`src/rtl/lcb_pkg.sv`:
```
// rtl/lcb_pkg.sv - shared frame constants, state encoding and parity helper
package lcb_pkg;

  localparam int DATA_BITS = 16;
  localparam int WORD_BITS = 19;

  localparam logic [2:0] ST_IDLE   = 3'd0;
  localparam logic [2:0] ST_START  = 3'd1;
  localparam logic [2:0] ST_DATA   = 3'd2;
  localparam logic [2:0] ST_PARITY = 3'd3;
  localparam logic [2:0] ST_STOP   = 3'd4;
  localparam logic [2:0] ST_GAP    = 3'd5;

  typedef enum logic [2:0] {
    IDLE   = ST_IDLE,
    START  = ST_START,
    DATA   = ST_DATA,
    PARITY = ST_PARITY,
    STOP   = ST_STOP,
    GAP    = ST_GAP
  } state_t;

  // Odd parity: data bits plus parity bit always hold an odd number of ones.
  function automatic logic odd_parity(input logic [DATA_BITS-1:0] d);
    return ~^d;
  endfunction

endpackage

```
`src/rtl/rq_frame_tx_if.sv`:
```
// rtl/rq_frame_tx_if.sv - request, response-buffer write port and serial status signals
interface rq_frame_tx_if;
  logic        RQ;
  logic        wr_en;
  logic [2:0]  wr_addr;
  logic [15:0] wr_data;
  logic        tx;
  logic        busy;
  logic        done;
  logic        overrun;

  modport master (
    output RQ, wr_en, wr_addr, wr_data,
    input  tx, busy, done, overrun
  );

  modport slave (
    input  RQ, wr_en, wr_addr, wr_data,
    output tx, busy, done, overrun
  );
endinterface

```
`src/rtl/bit_tick_gen.sv`:
```
// rtl/bit_tick_gen.sv - one-cycle tick every BIT_DIV clocks, restartable at frame start
module bit_tick_gen #(
  parameter int BIT_DIV = 80
) (
  input  logic clk80MHz,
  input  logic rst,
  input  logic restart,
  input  logic en,
  output logic tick
);
  localparam logic [7:0] LAST = 8'(BIT_DIV - 1);

  logic [7:0] cnt;

  always_ff @(posedge clk80MHz) begin
    if (rst || restart) begin
      cnt <= '0;
    end else if (en) begin
      cnt <= (cnt == LAST) ? 8'd0 : cnt + 8'd1;
    end
  end

  assign tick = en && (cnt == LAST);
endmodule

```
`src/rtl/rq_frame_tx.sv`:
```
// rtl/rq_frame_tx.sv - on each RQ rising edge, serialises the snapshotted response buffer
// as NWORDS start/16 data/odd parity/stop frames separated by idle gap bits.
module rq_frame_tx
  import lcb_pkg::*;
#(
  parameter int BIT_DIV  = 80,
  parameter int NWORDS   = 4,
  parameter int GAP_BITS = 2
) (
  input logic           clk80MHz,
  input logic           rst,
  rq_frame_tx_if.slave  bus
);
  localparam logic [3:0] LAST_DATA = 4'(DATA_BITS - 1);
  localparam logic [3:0] LAST_GAP  = 4'(GAP_BITS - 1);
  localparam logic [2:0] LAST_WORD = 3'(NWORDS - 1);

  state_t      state, state_n;
  logic [3:0]  bit_idx, bit_idx_n;
  logic [2:0]  word_idx, word_idx_n;
  logic        rq_q, rq_armed, edge_det, accept;
  logic        tick, busy_i, tx_i;
  logic        done_q, done_n, overrun_q;
  logic [15:0] rbuf   [8];
  logic [15:0] shadow [8];
  logic [15:0] cur_word;

  assign busy_i   = (state != IDLE);
  // rq_armed blocks a level that was already high across reset from counting as an edge.
  assign edge_det = bus.RQ && !rq_q && rq_armed;
  assign accept   = edge_det && !busy_i;

  bit_tick_gen #(.BIT_DIV(BIT_DIV)) u_tick (
    .clk80MHz (clk80MHz),
    .rst      (rst),
    .restart  (accept),
    .en       (busy_i),
    .tick     (tick)
  );

  always_ff @(posedge clk80MHz) begin
    if (bus.wr_en && (int'(bus.wr_addr) < NWORDS)) begin
      rbuf[bus.wr_addr] <= bus.wr_data;
    end
  end

  always_ff @(posedge clk80MHz) begin
    if (rst) begin
      state     <= IDLE;
      bit_idx   <= '0;
      word_idx  <= '0;
      rq_q      <= 1'b0;
      rq_armed  <= !bus.RQ;
      done_q    <= 1'b0;
      overrun_q <= 1'b0;
      for (int i = 0; i < 8; i++) shadow[i] <= '0;
    end else begin
      state     <= state_n;
      bit_idx   <= bit_idx_n;
      word_idx  <= word_idx_n;
      rq_q      <= bus.RQ;
      rq_armed  <= rq_armed || !bus.RQ;
      done_q    <= done_n;
      overrun_q <= edge_det && busy_i;
      if (accept) begin
        for (int i = 0; i < 8; i++) shadow[i] <= rbuf[i];
      end
    end
  end

  always_comb begin
    state_n    = state;
    bit_idx_n  = bit_idx;
    word_idx_n = word_idx;
    done_n     = 1'b0;
    case (state)
      IDLE: begin
        if (accept) begin
          state_n    = START;
          bit_idx_n  = '0;
          word_idx_n = '0;
        end
      end
      START: begin
        if (tick) begin
          state_n   = DATA;
          bit_idx_n = '0;
        end
      end
      DATA: begin
        if (tick) begin
          if (bit_idx == LAST_DATA) state_n = PARITY;
          else                      bit_idx_n = bit_idx + 4'd1;
        end
      end
      PARITY: begin
        if (tick) state_n = STOP;
      end
      STOP: begin
        if (tick) begin
          bit_idx_n = '0;
          if (word_idx == LAST_WORD) begin
            state_n = IDLE;
            done_n  = 1'b1;
          end else if (GAP_BITS > 0) begin
            state_n = GAP;
          end else begin
            state_n    = START;
            word_idx_n = word_idx + 3'd1;
          end
        end
      end
      GAP: begin
        if (tick) begin
          if (bit_idx == LAST_GAP) begin
            state_n    = START;
            bit_idx_n  = '0;
            word_idx_n = word_idx + 3'd1;
          end else begin
            bit_idx_n = bit_idx + 4'd1;
          end
        end
      end
      default: state_n = IDLE;
    endcase
  end

  assign cur_word = shadow[word_idx];

  always_comb begin
    tx_i = 1'b1;
    case (state)
      START:   tx_i = 1'b0;
      DATA:    tx_i = cur_word[bit_idx];
      PARITY:  tx_i = odd_parity(cur_word);
      default: tx_i = 1'b1;
    endcase
  end

  assign bus.tx      = tx_i;
  assign bus.busy    = busy_i;
  assign bus.done    = done_q;
  assign bus.overrun = overrun_q;
endmodule

```
`src/flat_wrapper.sv`:
```
// flat-port wrapper written by rule: the top's interface ports become plain ports
module rq_frame_tx_flat import lcb_pkg::*;
#(
  parameter int BIT_DIV  = 80,
  parameter int NWORDS   = 4,
  parameter int GAP_BITS = 2
)
  (clk80MHz, rst, bus_RQ, bus_wr_en, bus_wr_addr, bus_wr_data, bus_tx, bus_busy, bus_done, bus_overrun);
  rq_frame_tx_if bus_i ();
  input logic clk80MHz;
  input logic rst;
  input wire logic [$bits(bus_i.RQ)-1:0] bus_RQ;
  input wire logic [$bits(bus_i.wr_en)-1:0] bus_wr_en;
  input wire logic [$bits(bus_i.wr_addr)-1:0] bus_wr_addr;
  input wire logic [$bits(bus_i.wr_data)-1:0] bus_wr_data;
  output wire logic [$bits(bus_i.tx)-1:0] bus_tx;
  output wire logic [$bits(bus_i.busy)-1:0] bus_busy;
  output wire logic [$bits(bus_i.done)-1:0] bus_done;
  output wire logic [$bits(bus_i.overrun)-1:0] bus_overrun;
  assign bus_i.RQ = bus_RQ;
  assign bus_i.wr_en = bus_wr_en;
  assign bus_i.wr_addr = bus_wr_addr;
  assign bus_i.wr_data = bus_wr_data;
  assign bus_tx = bus_i.tx;
  assign bus_busy = bus_i.busy;
  assign bus_done = bus_i.done;
  assign bus_overrun = bus_i.overrun;
  rq_frame_tx #(.BIT_DIV(BIT_DIV), .NWORDS(NWORDS), .GAP_BITS(GAP_BITS)) u_core (.clk80MHz(clk80MHz), .rst(rst), .bus(bus_i));
endmodule
```
`config.mk`:
```
export PLATFORM = sky130hd
export DESIGN_NAME = rq_frame_tx_flat
export DESIGN_NICKNAME = d
export VERILOG_FILES = /design/src/rtl/lcb_pkg.sv /design/src/rtl/rq_frame_tx_if.sv /design/src/rtl/bit_tick_gen.sv /design/src/rtl/rq_frame_tx.sv /design/src/flat_wrapper.sv
export SDC_FILE = /design/constraint.sdc
export NUM_CORES = 1
export LEC_CHECK = 0
export CAP_MARGIN = 20
export CORE_MARGIN = 4
export CORE_UTILIZATION = 49
export CTS_CLUSTER_SIZE = 20
export DETAILED_ROUTE_END_ITERATION = 8
export PLACE_DENSITY = 0.69
export SLEW_MARGIN = 15
export SYNTH_ARGS = -nofsm -noshare
export SYNTH_HDL_FRONTEND = slang
export SYNTH_SLANG_ARGS = --single-unit
```
`constraint.sdc`:
```
create_clock -name clk80MHz -period 3.5 [get_ports clk80MHz]
set_clock_uncertainty 0.05 [all_clocks]
set_input_delay 0.525 -clock clk80MHz [delete_from_list [all_inputs] [get_ports clk80MHz]]
set_output_delay 0.525 -clock clk80MHz [all_outputs]
set_load 0.01 [all_outputs]
```
==> impl_metrics.csv <==
group,metric,value,unit
sta,max_freq,269,MHz
power,clockPowerShare,37.9,%
drt,avgViaCountPerCell,5.09,
die,die_x,158,microns
grt,antenna_found_initial,0,
setup_path,cp_common_cell,"xnor2_1",
die,dieHeight,158,microns
grt,grt_util_all_layers,15.4,%
setup_path,crit_type,"flip-flop to primary output",
drt,wl_per_cell,17.3,microns
cts,clkTransAtPathRegs,0.06,ns
synth,yosysSeqAreaShare,73.8,%
power,sequentialPowerShare,55.5,%
placed_design,port_buffers,26,
synth,synthCells,653,
setup_path,rr_worst_depth,5,
grt,grt_pass1_vias,5738,
sta,hold_viol,0,
grt,grt_start_max_net_pins,97,
power,p_sw,1.47,mW
synth,netlist.area_leader.share,69.3,%
synth,ys_warn_count,0,
drt,routed_wl,18700,microns
cts,cts_made_buffers,29,
synth,synthTopCellsByArea,"edfxtp_1 (69%), and2_1 (5.4%), dfxtp_1 (4.5%), mux4_1 (4.3%), mux2i_1 (2.6%)",
synth,ys.flop_type,"edfxtp_1",
cts,cts_max_level,1,
synth,synth.distinct_cells,52,
die,rows,54,
sta,maxSlewHeadroom,49.7,%
power,combinationalPowerShare,6.6,%
cts,cts_tree,"built",
setup_path,r2r_start,"u_core.state[1]$_SDFFE_PP0P_",
min_path,hold_depth,2,
sta,tns,-0.220,ns
sta,hold_slack,0.421,ns
sta,postLayoutSetupSlackWorst,-0.220,ns
synth,ys_ff_latch,281,
cells_and_area,final_nets,810,
synth,synth_edf_count,256,
grt,grt_first_pass_wirelength,29800,microns
drt,dr.pass1.iters,4,
drt,route.vias.total,5504,
setup_path,cpPeakStageDelay,0.55,ns
cts,clk_latency,0.53,ns
synth,synthArstFlopShare,0,%
cells_and_area,drive_gt1_share,16.1,%
setup_path,arrival,3.14,ns
die,die_area,25100,sq um
cells_and_area,fillers,1650,
setup_path,reg2reg_slack,0.90,ns
power,p_leak,4.67,nW
cts,cts_root_buf,"clkbuf_16",
cells_and_area,syn2layout_area_growth,18.5,%
grt,grt-ovfl-total,0,
drt,drt_iter0_markers,311,
sta,tightest_slew,0.755,ns
setup_path,end_kind,"primary output",
sta,fin_crit,3.72,ns
drt,drc,0,
die,ioPinCount,27,
run_status,violations,"setup timing",
cells_and_area,seq_area,8200,sq um
setup_path,r2r-end,"u_core.shadow[6][14]$_SDFFCE_PP0P_",
sta,maxSlewViolCount,0,
setup_path,critPathLaunchType,"flip-flop",
drt,final_antenna_net_count,0,
min_path,min_from,"u_core.rq_armed$_DFF_P_",
synth,synthTopCellsByCount,"edfxtp_1 (256), and2_1 (96), nor2b_1 (39)",
placed_design,dp.final_hpwl,11300,microns
synth,synth_most_common_cell,"edfxtp_1",
synth,syn_area,11100,sq um
sta,setup_viol,1,
cts,clock-sinks,281,
setup_path,slowest_stage,"mux4_2",
cts,cts.path.max_buffers,3,
cells_and_area,final_core_util,59.7,%
placed_design,gp_congestion,0.809,
setup_path,crit_required,2.92,ns
synth,syn_avg_cell_area,17.0,sq um
cells_and_area,n_antenna_cell,0,
power,p_per_area,547,nW/um^2
die,core_region_area,22000,sq um
placed_design,placed_cells,1016,
cells_and_area,multi_input_area,3070,sq um
cells_and_area,layout.cells.non_filler,1081,
sta,rsz0062_at_grt,"yes",
die,initial_core_util,50.3,%
power,swShare,20.5,%
run_status,status,"finished with violations",
min_path,hold_path_end,"u_core.rq_armed$_DFF_P_",
setup_path,crit_chain,"buf_12, buf_6, buf_4, mux4_2, a21oi_4, xnor2_1, xnor2_1, xnor3_2, a21oi_2, o21bai_1, buf_2",
power,max-vdd-ir-drop,0.385,mV
sta,fin_crit_sh,106,%
run,drv_cap,0,
power,intPower,5.71,mW
min_path,hp-class,"flip-flop to flip-flop",
setup_path,critPathMaxFanout,7,
synth,synth_top_cell_by_area,"edfxtp_1",
## kinds of logic (layout without fill, tap and decap cells)
family | after synthesis | count (layout) | share of synthesized area, %
DFF | 281 | 281 | 73.8
and+or+nand+nor | 206 | 206 | 10.7
muxes | 54 | 54 | 8.10
AOI/OAI and AO/OA | 48 | 48 | 2.72
buffers and inverters | 38 | 123 | 2.05
xor gates and xnor gates | 20 | 20 | 2.02
adders and majority gates | 5 | 5 | 0.564
other | 1 | 64 | 0.0338
## layout make-up
class | instances | area share, %
clock buffer | 35 | 5.69
clock inverter | 15 | 0.686
inverter | 8 | 0.229
multi-input combinational | 397 | 23.3
sequential | 281 | 62.4
tap | 280 | 2.67
timing repair buffer | 65 | 5.00
## placed cells by master, fill, tap and decap left out, drive strengths merged, types with 13 or more instances in the layout
| cell | synthesis | layout |
|---|---|---|
| mux2i | 29 | 29 |
| nor2b | 39 | 39 |
| clkbuf | 20 | 35 |
| edfxtp | 256 | 256 |
| clkinv | 1 | 14 |
| and2 | 96 | 96 |
| xnor2 | 13 | 13 |
| dfxtp | 25 | 25 |
| conb | 1 | 64 |
| a21oi | 19 | 19 |
| mux4 | 23 | 23 |
| nor2 | 29 | 29 |
| clkdlybuf4s50 | 0 | 24 |
| buf | 10 | 41 |
## registers in the layout, summed over array words and instances, names as in the netlist, named ones only
signal,flops
u_core.shadow,128
u_core.bit_idx,4
u_core.word_idx,3
u_core.rq_q,1
u_core.rbuf,128
u_core.rq_armed,1
u_core.bus.overrun,1
u_core.u_tick.cnt,8
u_core.bus.done,1
u_core.state,3
## power groups by stage
stage / registers (mW) / logic [mW] / clock network, mW
6_report: 3.99 / 0.473 / 2.73
5_1_grt: 4.00 / 0.522 / 2.94
4_1_cts: 3.99 / 0.463 / 2.79
3_5_place_dp: 4.05 / 0.437 / 0
3_3_place_gp: 4.04 / 0.427 / 0
2_1_floorplan: 4.03 / 0.295 / 0
## critical path: cells and delay by family, from the launching register on
kind                   cells  cell delay [ns]
buffers and inverters      4             0.54
XOR/XNOR                   3             0.76
AO/OA/AOI/OAI              3             0.38
multiplexers               1             0.55
flip-flops                 1             0.37
## worst max path at each step
| stage | from | endpoint | slack (ns) |
|---|---|---|---|
| final | flip-flop | bus_tx | -0.22 |
| after floorplan | u_core.state[0]$_SDFFE_PP0P_ | u_core.u_tick.cnt[0]$_SDFFE_PP0N_ | 0.05 |
| after detailed placement | flip-flop | bus_tx | -0.19 |
| after global routing | flip-flop | bus_tx | -0.38 |
| after CTS | flip-flop | bus_tx | -0.27 |
| after global placement | flip-flop | bus_tx | -0.19 |
## stage by stage
step | instance area (sq um) | setup slack [ns] | power (mW)
global route | 13100 | -0.378 | 7.47
detailed placement | 12000 | -0.195 | 4.49
global placement | 12000 | -0.189 | 4.47
finish | 13100 | -0.220 | 7.19
CTS | 13100 | -0.268 | 7.24
floorplan | 11300 | 0.0464 | 4.32
## what timing repair did
item | CTS | global route
resized for setup | 55 | 13
pin swaps | 13 | 8
setup buffers | 9 | 5
cloned | 1 | 0
hold buffers | 0 | 0
endpoints found under the setup margin | 1 | 1
## per-layer routing
layer,vias up,part of all wire [%],GRT usage (%)
met1,2739,42,19.5
met2,102,52,27.4
met3,33,4.5,2.45
li1,2630,-,-
met5,-,0,0
met4,0,1.9,4.55
No activity file was read; power rests on OpenSTA's default activity.
